`src/rtl/usr_shift_sequencer.sv`:
```
// usr_shift_sequencer: command-driven controller for an external 4-bit
// universal shift register (USR). It takes one command at a time over
// valid/ready and drives the USR MODE/din for N cycles. Rotations feed
// usr_dout back to usr_din. When the command finishes, it captures the
// register value and pulses done.
// Optional build macro: USR_SEQ_MOD_EN. When it is defined, the rotate count
// is reduced modulo WIDTH at accept time.
module usr_shift_sequencer #(
  parameter int WIDTH = 4,
  parameter int CNT_W = 3
) (
  input  logic             clk,
  input  logic             rst,
  input  logic             cmd_valid,
  output logic             cmd_ready,
  input  logic [1:0]       cmd_op,
  input  logic [WIDTH-1:0] cmd_data,
  input  logic [CNT_W-1:0] cmd_count,
  output logic [1:0]       usr_mode,
  output logic [WIDTH-1:0] usr_din,
  input  logic [WIDTH-1:0] usr_dout,
  output logic             busy,
  output logic             done,
  output logic [WIDTH-1:0] result
);

  localparam logic [1:0] S_IDLE = 2'd0;
  localparam logic [1:0] S_EXEC = 2'd1;
  localparam logic [1:0] S_CAPT = 2'd2;

  localparam logic [1:0] OP_NOP  = 2'b00;
  localparam logic [1:0] OP_LOAD = 2'b11;

  logic [1:0]       state;
  logic [1:0]       op_q;
  logic [WIDTH-1:0] data_q;
  logic [CNT_W-1:0] rem;
  logic [CNT_W-1:0] cnt_eff;
  logic             accept;
  logic             is_rot;

  // Effective rotate count. A full turn of WIDTH steps is the identity, so the
  // reduced count gives the same final value in fewer EXEC cycles.
`ifdef USR_SEQ_MOD_EN
  assign cnt_eff = cmd_count & CNT_W'(WIDTH - 1);
`else
  assign cnt_eff = cmd_count;
`endif

  assign cmd_ready = (state == S_IDLE) && !rst;
  assign accept    = cmd_valid && cmd_ready;
  assign is_rot    = (cmd_op != OP_NOP) && (cmd_op != OP_LOAD);
  assign busy      = (state == S_EXEC) || (state == S_CAPT);

  // USR drive. The USR only moves in EXEC. A rotate feeds its own contents
  // back so that it steps once per cycle.
  always_comb begin
    usr_mode = 2'b00;
    usr_din  = '0;
    if (!rst && state == S_EXEC) begin
      usr_mode = op_q;
      usr_din  = (op_q == OP_LOAD) ? data_q : usr_dout;
    end
  end

  // Command FSM. Holds the latched command, the remaining step count, and the
  // captured result.
  always_ff @(posedge clk) begin
    if (rst) begin
      state  <= S_IDLE;
      op_q   <= OP_NOP;
      data_q <= '0;
      rem    <= '0;
      result <= '0;
      done   <= 1'b0;
    end else begin
      done <= 1'b0;
      case (state)
        S_IDLE: begin
          if (accept) begin
            op_q   <= cmd_op;
            data_q <= cmd_data;
            rem    <= (cmd_op == OP_LOAD) ? CNT_W'(1) : cnt_eff;
            if (cmd_op == OP_LOAD || (is_rot && cnt_eff != '0))
              state <= S_EXEC;
            else
              state <= S_CAPT;
          end
        end
        S_EXEC: begin
          rem <= rem - CNT_W'(1);
          if (rem == CNT_W'(1))
            state <= S_CAPT;
        end
        S_CAPT: begin
          result <= usr_dout;
          done   <= 1'b1;
          state  <= S_IDLE;
        end
        default: state <= S_IDLE;
      endcase
    end
  end

endmodule

```
`config.mk`:
```
export PLATFORM = sky130hd
export DESIGN_NAME = usr_shift_sequencer
export DESIGN_NICKNAME = d
export VERILOG_FILES = /design/src/rtl/usr_shift_sequencer.sv
export SDC_FILE = /design/constraint.sdc
export NUM_CORES = 1
export LEC_CHECK = 0
export BUFFER_PORTS_ARGS = -buffer_cell sky130_fd_sc_hd__buf_4
export CAP_MARGIN = 5
export CORE_ASPECT_RATIO = 0.9
export CORE_MARGIN = 2
export CORE_UTILIZATION = 55
export CTS_BUF_LIST = sky130_fd_sc_hd__clkbuf_4
export DETAILED_ROUTE_END_ITERATION = 12
export PLACE_DENSITY = 0.95
export SKIP_CTS_REPAIR_TIMING = 1
export SYNTH_ARGS = -nofsm -noshare
export SYNTH_HDL_FRONTEND = slang
export SYNTH_SLANG_ARGS = --single-unit
```
`constraint.sdc`:
```
create_clock -name clk -period 3.1 [get_ports clk]
set_input_delay 0.155 -clock clk [delete_from_list [all_inputs] [get_ports clk]]
set_output_delay 0.155 -clock clk [all_outputs]
set_load 0.05 [all_outputs]
```
==> impl_metrics.toml, run 1 <==
[status]
status = "finished, final reports clean"

[clocking]
cts_tree = "built"
cts_buffer_depth = 2
clk_latency_ns = 0.29
clkTransAtPathRegs_ns = 0.09
cts_buffers = 3
numClockSinks = 16
root_buffer = "clkbuf_4"
cts_max_level = 1

[timing]
relSlewSlack_pct = 72.56
finClkSkew_ns = 0.004465
drv_slew = 0
tightest_slew_ns = 0.4116
post-route-period-util_pct = 60.24
fmax_mhz = 535.5
final.setup.tns_ns = 0
setup_viol = 0
min_period_ns = 1.867
finalHoldViolCount = 0
rsz0062_at_grt = "no"
setup_slack_ns = 1.233

[route]
first_pass_iters = 4
wirelength_um = 1992
ant_nets = 0
drt-initial-drc-count = 21
wire_per_inst_um = 13.37
vias = 846
vias_per_cell = 5.678
drcViolationCount = 0

[critical_path]
crit_required_ns = 2.94
r2r_setup_slack_ns = 1.44
cp_max_fo = 14
worst-setup-path-type = "flip-flop to output pin"
cp_data_arrival_time_ns = 1.71
end_kind = "output pin"
worstSetupStartpointType = "flip-flop"

[final_layout]
drive_gt1_share_pct = 24.63
nets = 157
syn2layout_area_growth_pct = 26.15
fin_util_pct = 75.04
fillCellCount = 110
final_common_cell = "buf_4"
post-route-cell-area_sq_um = 1099
antenna_cells = 0
mostFrequentLayoutCells = "buf_4, dfxtp_1, nand2_1"

[global_routing]
first_global_vias = 784
grt_use_total_pct = 23.46
grt_antenna_before_repair = 0
gr-total-overflow = 0
grt_max_degree = 20
grt_pass1_wl_um = 3394

[hold_path]
hold_class = "input pin to flip-flop"

[power_and_ir_drop]
power.density_nw_per_um2 = 563.0
ir_drop_uv = 320.3
p_leak_nw = 0.4935

[synthesis]
synth_compound_area_share_pct = 20.98
synth_xor_area_share_pct = 0
synth_mux_area_share_pct = 4.598
synth_fa_ha_area_share_pct = 8.621
yosys_warnings = 0
synth_area_per_cell_sq_um = 8.063
async_flop_share_pct = 0
synth_seq_area_share_pct = 36.78
ys_ff_latch = 16
synth_top_family_by_area = "simple AND/OR/NAND/NOR gates"
synth-edff-count = 0
syn_area_sq_um = 870.8
synth.distinct_cells = 28
synthSimpleGateAreaFrac_pct = 22.41
ys.flop_type = "dfxtp_1"
synthCells = 108
syn_nets = 130

[placement]
place_area_sq_um = 1072
dp_slack_ns = 1.498
port_buffers = 28
place_hpwl_um = 1566
gp_congestion = 0.8819

[floorplanning]
die-area_sq_um = 1918
core_sq_um = 1464
rows = 13
die_w_um = 45.95
initial_core_util_pct = 59.49
die_h_um = 41.75
ios = 29

[flow_run]
drv_cap = 0
[Yosys cell counts (2+ instances only)]
| cell | number | share of area [%] |
|---|---|---|
| nor2_1 | 7 | 3.0 |
| o32ai_1 | 2 | 2.0 |
| ha_1 | 6 | 8.6 |
| nand3_1 | 10 | 5.7 |
| nand2_1 | 15 | 6.5 |
| buf_2 | 4 | 2.3 |
| inv_1 | 8 | 3.4 |
| a21oi_1 | 13 | 7.5 |
| and3_1 | 2 | 1.4 |
| nand2b_1 | 3 | 2.2 |
| mux2i_1 | 4 | 4.6 |
| dfxtp_1 | 16 | 37 |
| a2bb2oi_1 | 3 | 3.0 |
[cell families (layout without fill, tap and decap cells)]
logic type / count (synthesis) / after routing
compound gates: 26 / 26
fa+ha+maj: 6 / 6
buf+inv: 14 / 40
flops: 16 / 16
mux: 4 / 4
simple gates: 42 / 42
[layout make-up]
type                    instances  area (sq um)  area share, %
well taps                      15         18.77          1.708
flip-flops and latches         16         320.3          29.16
clock buffers                   3         22.52          2.050
multi-input cells              78         493.0          44.87
repair buffers                 28         210.2          19.13
inverters                       8         30.03          2.733
clock inverters                 1         3.754         0.3417
[layer usage]
layer  global-route usage [%]  routed length [um]  vias to the layer above
li1                         -                   -                      430
met1                    32.98                 897                      386
met2                    36.11                 970                       28
met3                    6.522                 115                        2
met4                    3.429                   8                        0
met5                        0                   0                        -
[final timing paths]
check,from,depth (start not counted),end
worst min-delay path,usr_dout[2],3,result[2]
worst max-delay path,state[1],5,usr_din[3]
worst min register to register,data_q[0],2,data_q[0]
worst max register to register,state[1],5,rem[2]
[stage by stage]
stage | power, W | instances | hold slack, ns
4_1_cts | 0.0006233 | 149 | 0.1037
5_1_grt | 0.0006583 | 149 | 0.1004
3_3_place_gp | 0.0005044 | 145 | 0.4041
2_1_floorplan | 0.0004455 | 108 | 0.3023
6_report | 0.0006185 | 149 | 0.1107
3_5_place_dp | 0.0005113 | 145 | 0.4156
[flip-flops by register name, indices dropped and copies added (netlist names)]
register  cells
rem           3
data_q        4
state         2
done          1
result        4
op_q          2
[worst max-delay path, stage by stage (launching register included)]
cell and delay [ns]:
dfxtp_1 0.33, inv_1 0.11, ha_1 0.42, nand2_1 0.18
a21oi_1 0.16, buf_4 0.22
[power breakdown]
part	internal (W)	switching, W	total, W
Combinational	0.0000986	0.000160	0.000259
Sequential	0.000232	0.0000174	0.000249
Clock	0.0000468	0.0000637	0.000111
Note: power is estimated with default switching activity, not from simulation.
==> run 2, diff against run 1 <==
Settings changed: CORE_UTILIZATION 55 to 46, PLACE_DENSITY 0.95 to 0.88.
Clock period 3.1 ns to 1.7 ns, I/O delays scaled along.
==> impl_metrics.toml, run 2 (synthesis results as in run 1) <==
[status]
status = "finished, final reports clean"

[route]
wirelength_um = 2008
drt-initial-drc-count = 28
vias_per_cell = 5.382
wire_per_inst_um = 12.79
first_pass_iters = 5
drcViolationCount = 0
ant_nets = 0
vias = 845

[final_layout]
fin_util_pct = 65.22
fillCellCount = 144
mostFrequentLayoutCells = "buf_4, dfxtp_1, nand2_1"
regArea_sq_um = 320.3
multi_input_area_sq_um = 518.0
final_common_cell = "buf_4"
antenna_cells = 0
syn2layout_area_growth_pct = 29.88
layout.cells.non_filler = 157
drive_gt1_share_pct = 26.32
reg_top3 = "data_q: 4 flops, result: 4 flops, rem: 3 flops"
nets = 157

[timing]
setup_slack_ns = 0.1250
fin_hold_ws_ns = 0.05512
finClkSkew_ns = 0.002667
post-route-period-util_pct = 92.65
drv_slew = 0
fmax_mhz = 634.9
setup_viol = 0
finalHoldViolCount = 0
tightest_slew_ns = 0.3339
relSlewSlack_pct = 77.74
min_period_ns = 1.575

[placement]
dp.cells = 154
port_buffers = 28
place_hpwl_um = 1583
dp_slack_ns = 0.1064
gp_congestion = 0.8110

[flow_run]
drv_cap = 0

[power_and_ir_drop]
power_frac_comb_pct = 43.7
power.share.clock_pct = 16.3
sequentialPowerShare_pct = 40.0
power.density_nw_per_um2 = 1008
switchingPower_w = 0.0004372
p_leak_nw = 0.4933
ir_drop_uv = 804.5
p_sw_share_pct = 38.34
intPower_w = 0.0007030

[hold_path]
hold_class = "input pin to flip-flop"

[global_routing]
gr-total-overflow = 0
grt_use_total_pct = 19.73
grt_pass1_wl_um = 3291
grt_max_degree = 20
grt_antenna_before_repair = 0
first_global_vias = 785

[critical_path]
cp_data_arrival_time_ns = 1.49
cp_slowest_cell = "dfxtp_1"
cp_max_fo = 14
end_kind = "output pin"
worstSetupStartpointType = "flip-flop"
cp_cell_sequence = "inv_1 > ha_4 > nand2_1 > a21oi_1 > buf_4"
worst-setup-path-type = "flip-flop to output pin"
crit_required_ns = 1.62
cpPeakStageDelay_ns = 0.32

[floorplanning]
die_h_um = 45.28
initial_core_util_pct = 50.22
core_sq_um = 1734
die-area_sq_um = 2258
die_w_um = 49.87
ios = 29
rows = 14

[clocking]
cts_max_level = 1
cts_buffers = 3
clk_latency_ns = 0.28
numClockSinks = 16
clkTransAtPathRegs_ns = 0.08
cts_buffer_depth = 2
cts_tree = "built"
root_buffer = "clkbuf_4"
[run 2: changes by cell type in the layout (fill, tap and decap cells not counted), sizes merged]
cell and delta:
clkinv -1
[run 2: layer usage]
layer	wire, um	share of wire (%)	up-vias	track usage [%]
met5	0	0	-	0
met4	19	0.95	0	8.333
met3	88	4.4	2	6.291
met2	1042	52	29	34.93
met1	857	43	387	22.24
li1	-	-	427	-
[run 2: worst max-delay path: cells and delay by family, from the launching register on]
family / cells / cell delay, ns
buf+inv: 2 / 0.39
fa+ha+maj: 1 / 0.24
compound gates: 1 / 0.14
simple gates: 1 / 0.12
flops: 1 / 0.32
[run 2: metrics by stage]
stage	setup TNS (ns)	instance area, sq um	total power (W)
2_1_floorplan	-0.1642	870.8	0.0008125
3_3_place_gp	0	1084	0.0009199
3_5_place_dp	0	1084	0.0009350
4_1_cts	-0.3457	1106	0.001124
5_1_grt	-0.01108	1131	0.001212
6_report	0	1131	0.001140
[run 2: final cells by class]
cell class	instances	share of cell area, %
Clock buffer	3	1.991
Inverter	8	2.655
Multi-Input combinational cell	78	45.80
Sequential cell	16	28.32
Tap cell	24	2.655
Timing Repair Buffer	28	18.58
[run 2: path summary, 6_finish.rpt]
path | from | to | slack, ns | depth (start not counted)
worst max-delay path | state[1] | usr_din[3] | 0.13 | 5
worst min-delay path | usr_dout[3] | result[3] | 0.06 | 3
worst max register to register | state[0] | rem[1] | 0.17 | 5
worst min register to register | data_q[3] | data_q[3] | 0.46 | 2
[run 2: power by group through the flow]
stage	clock network [W]	registers, W	logic (W)
after global routing	0.000211	0.000462	0.000539
after global placement	0	0.000459	0.000461
final	0.000186	0.000456	0.000499
after floorplan	0	0.000506	0.000306
after CTS	0.000195	0.000454	0.000475
after detailed placement	0	0.000462	0.000473
==> run 3, diff against run 2 <==
Settings changed: RECOVER_POWER set to 100.
==> impl_metrics.toml, run 3 (synthesis results as in run 1) <==
[timing]
final.setup.tns_ns = 0
setup_slack_ns = 0.1226
finalHoldViolCount = 0
rsz0062_at_grt = "no"
fmax_mhz = 634.0
post-route-period-util_pct = 92.79
finClkSkew_ns = 0.003052
relSlewSlack_pct = 60.32
tightest_slew_ns = 0.5978
drv_slew = 0
setup_viol = 0
min_period_ns = 1.577

[critical_path]
r2r_end = "rem[1]"
cp_data_arrival_time_ns = 1.49
cp_slowest_cell = "dfxtp_1"
r2r-start = "state[0]"
crit_required_ns = 1.62
worst-setup-path-type = "flip-flop to output pin"
cp_cell_sequence = "inv_1 > ha_4 > nand2_1 > a21oi_1 > buf_4"
crit_family = "buffers and inverters"
r2r_setup_slack_ns = 0.18
worstSetupStartpointType = "flip-flop"
cpPeakStageDelay_ns = 0.32
reg2regPathDepth = 5
worst-path-buf-inv = 2
cp_max_fo = 14
end_kind = "output pin"

[floorplanning]
die_w_um = 49.87
die_h_um = 45.28
ios = 29
die-area_sq_um = 2258
core_sq_um = 1734
initial_core_util_pct = 50.22
rows = 14

[final_layout]
antenna_cells = 0
nets = 157
final_common_cell = "buf_4"
fin_util_pct = 63.49
multi_input_area_sq_um = 511.7
fillCellCount = 153
reg_top3 = "data_q: 4 flops, result: 4 flops, rem: 3 flops"
syn2layout_area_growth_pct = 26.44
layout.cells.non_filler = 157
drive_gt1_share_pct = 21.80
regArea_sq_um = 320.3
mostFrequentLayoutCells = "buf_4, dfxtp_1, nand2_1"

[clocking]
root_buffer = "clkbuf_4"
cts_max_level = 1
cts_buffers = 3
cts_buffer_depth = 2
clk_latency_ns = 0.27
clkTransAtPathRegs_ns = 0.08
numClockSinks = 16
cts_tree = "built"

[hold_path]
hold_class = "input pin to flip-flop"
holdPathStages = 3
hp-start = "usr_dout[2]"
whs_endpoint = "result[2]"

[global_routing]
grt_use_total_pct = 19.73
grt_antenna_before_repair = 0
grt_pass1_wl_um = 3291
grt_max_degree = 20
gr-total-overflow = 0
first_global_vias = 785

[flow_run]
drv_cap = 0

[route]
wire_per_inst_um = 13.04
vias = 876
first_pass_iters = 5
drcViolationCount = 0
wirelength_um = 2048
drt-initial-drc-count = 30
vias_per_cell = 5.580
ant_nets = 0

[power_and_ir_drop]
p_leak_nw = 0.4700
ir_drop_uv = 790.8
power.density_nw_per_um2 = 1015

[placement]
dp_slack_ns = 0.1064
dp.cells = 154
gp_congestion = 0.8110
port_buffers = 28
place_hpwl_um = 1583

[status]
status = "finished, final reports clean"
run 3: cell types whose count changed in the layout (fill, tap and decap cells not counted):
cell | before | now
buf_2 | 0 | 1
a221oi_1 | 0 | 1
and2_1 | 1 | 0
a221oi_2 | 1 | 0
clkbuf_1 | 0 | 5
buf_4 | 28 | 21
and2_0 | 0 | 1
clkbuf_2 | 0 | 1
run 3: metal layers:
layer / global-route usage (%) / part of all wire (%) / vias to the layer above
li1: - / - / 428
met1: 22.24 / 42 / 399
met2: 34.93 / 51 / 47
met3: 6.291 / 6.3 / 2
met4: 8.333 / 0.93 / 0
met5: 0 / 0 / -
run 3: worst max path at each step:
stage,end,slack [ns],startpoint,depth (start not counted)
3_3_place_gp,rem[2],0.22,state[1],5
5_1_grt,usr_din[2],0.01,state[1],5
6_report,usr_din[1],0.12,state[1],5
2_1_floorplan,usr_din[0],-0.04,state[1],5
4_1_cts,usr_din[0],-0.09,state[1],5
3_5_place_dp,rem[1],0.11,state[1],5
run 3: per-stage QoR:
stage                     instance area (sq um)  total power [W]  hold WS [ns]
after floorplan                           870.8        0.0008125        0.2323
after global placement                     1084        0.0009199        0.3318
after detailed placement                   1084        0.0009350        0.3446
after CTS                                  1106         0.001124       0.04864
after global routing                       1101         0.001186       0.05049
final                                      1101         0.001118       0.05569
run 3: worst register-to-register path, stage by stage, from the launching register on:
cell	delay (ns)
dfxtp_1	0.40
inv_1	0.12
ha_4	0.22
nand2b_1	0.21
a222oi_1	0.37
a211oi_1	0.08
run 3: report_power, final:
part           internal [W]  switching, W
registers          0.000423     0.0000335
clock network     0.0000820      0.000103
logic              0.000180      0.000297
run 3: final cells by class:
cell class	count	area share (%)
multi-input cells	78	46.48
flip-flops and latches	16	29.09
repair buffers	28	16.93
inverters	8	2.727
well taps	24	2.727
clock buffers	3	2.045
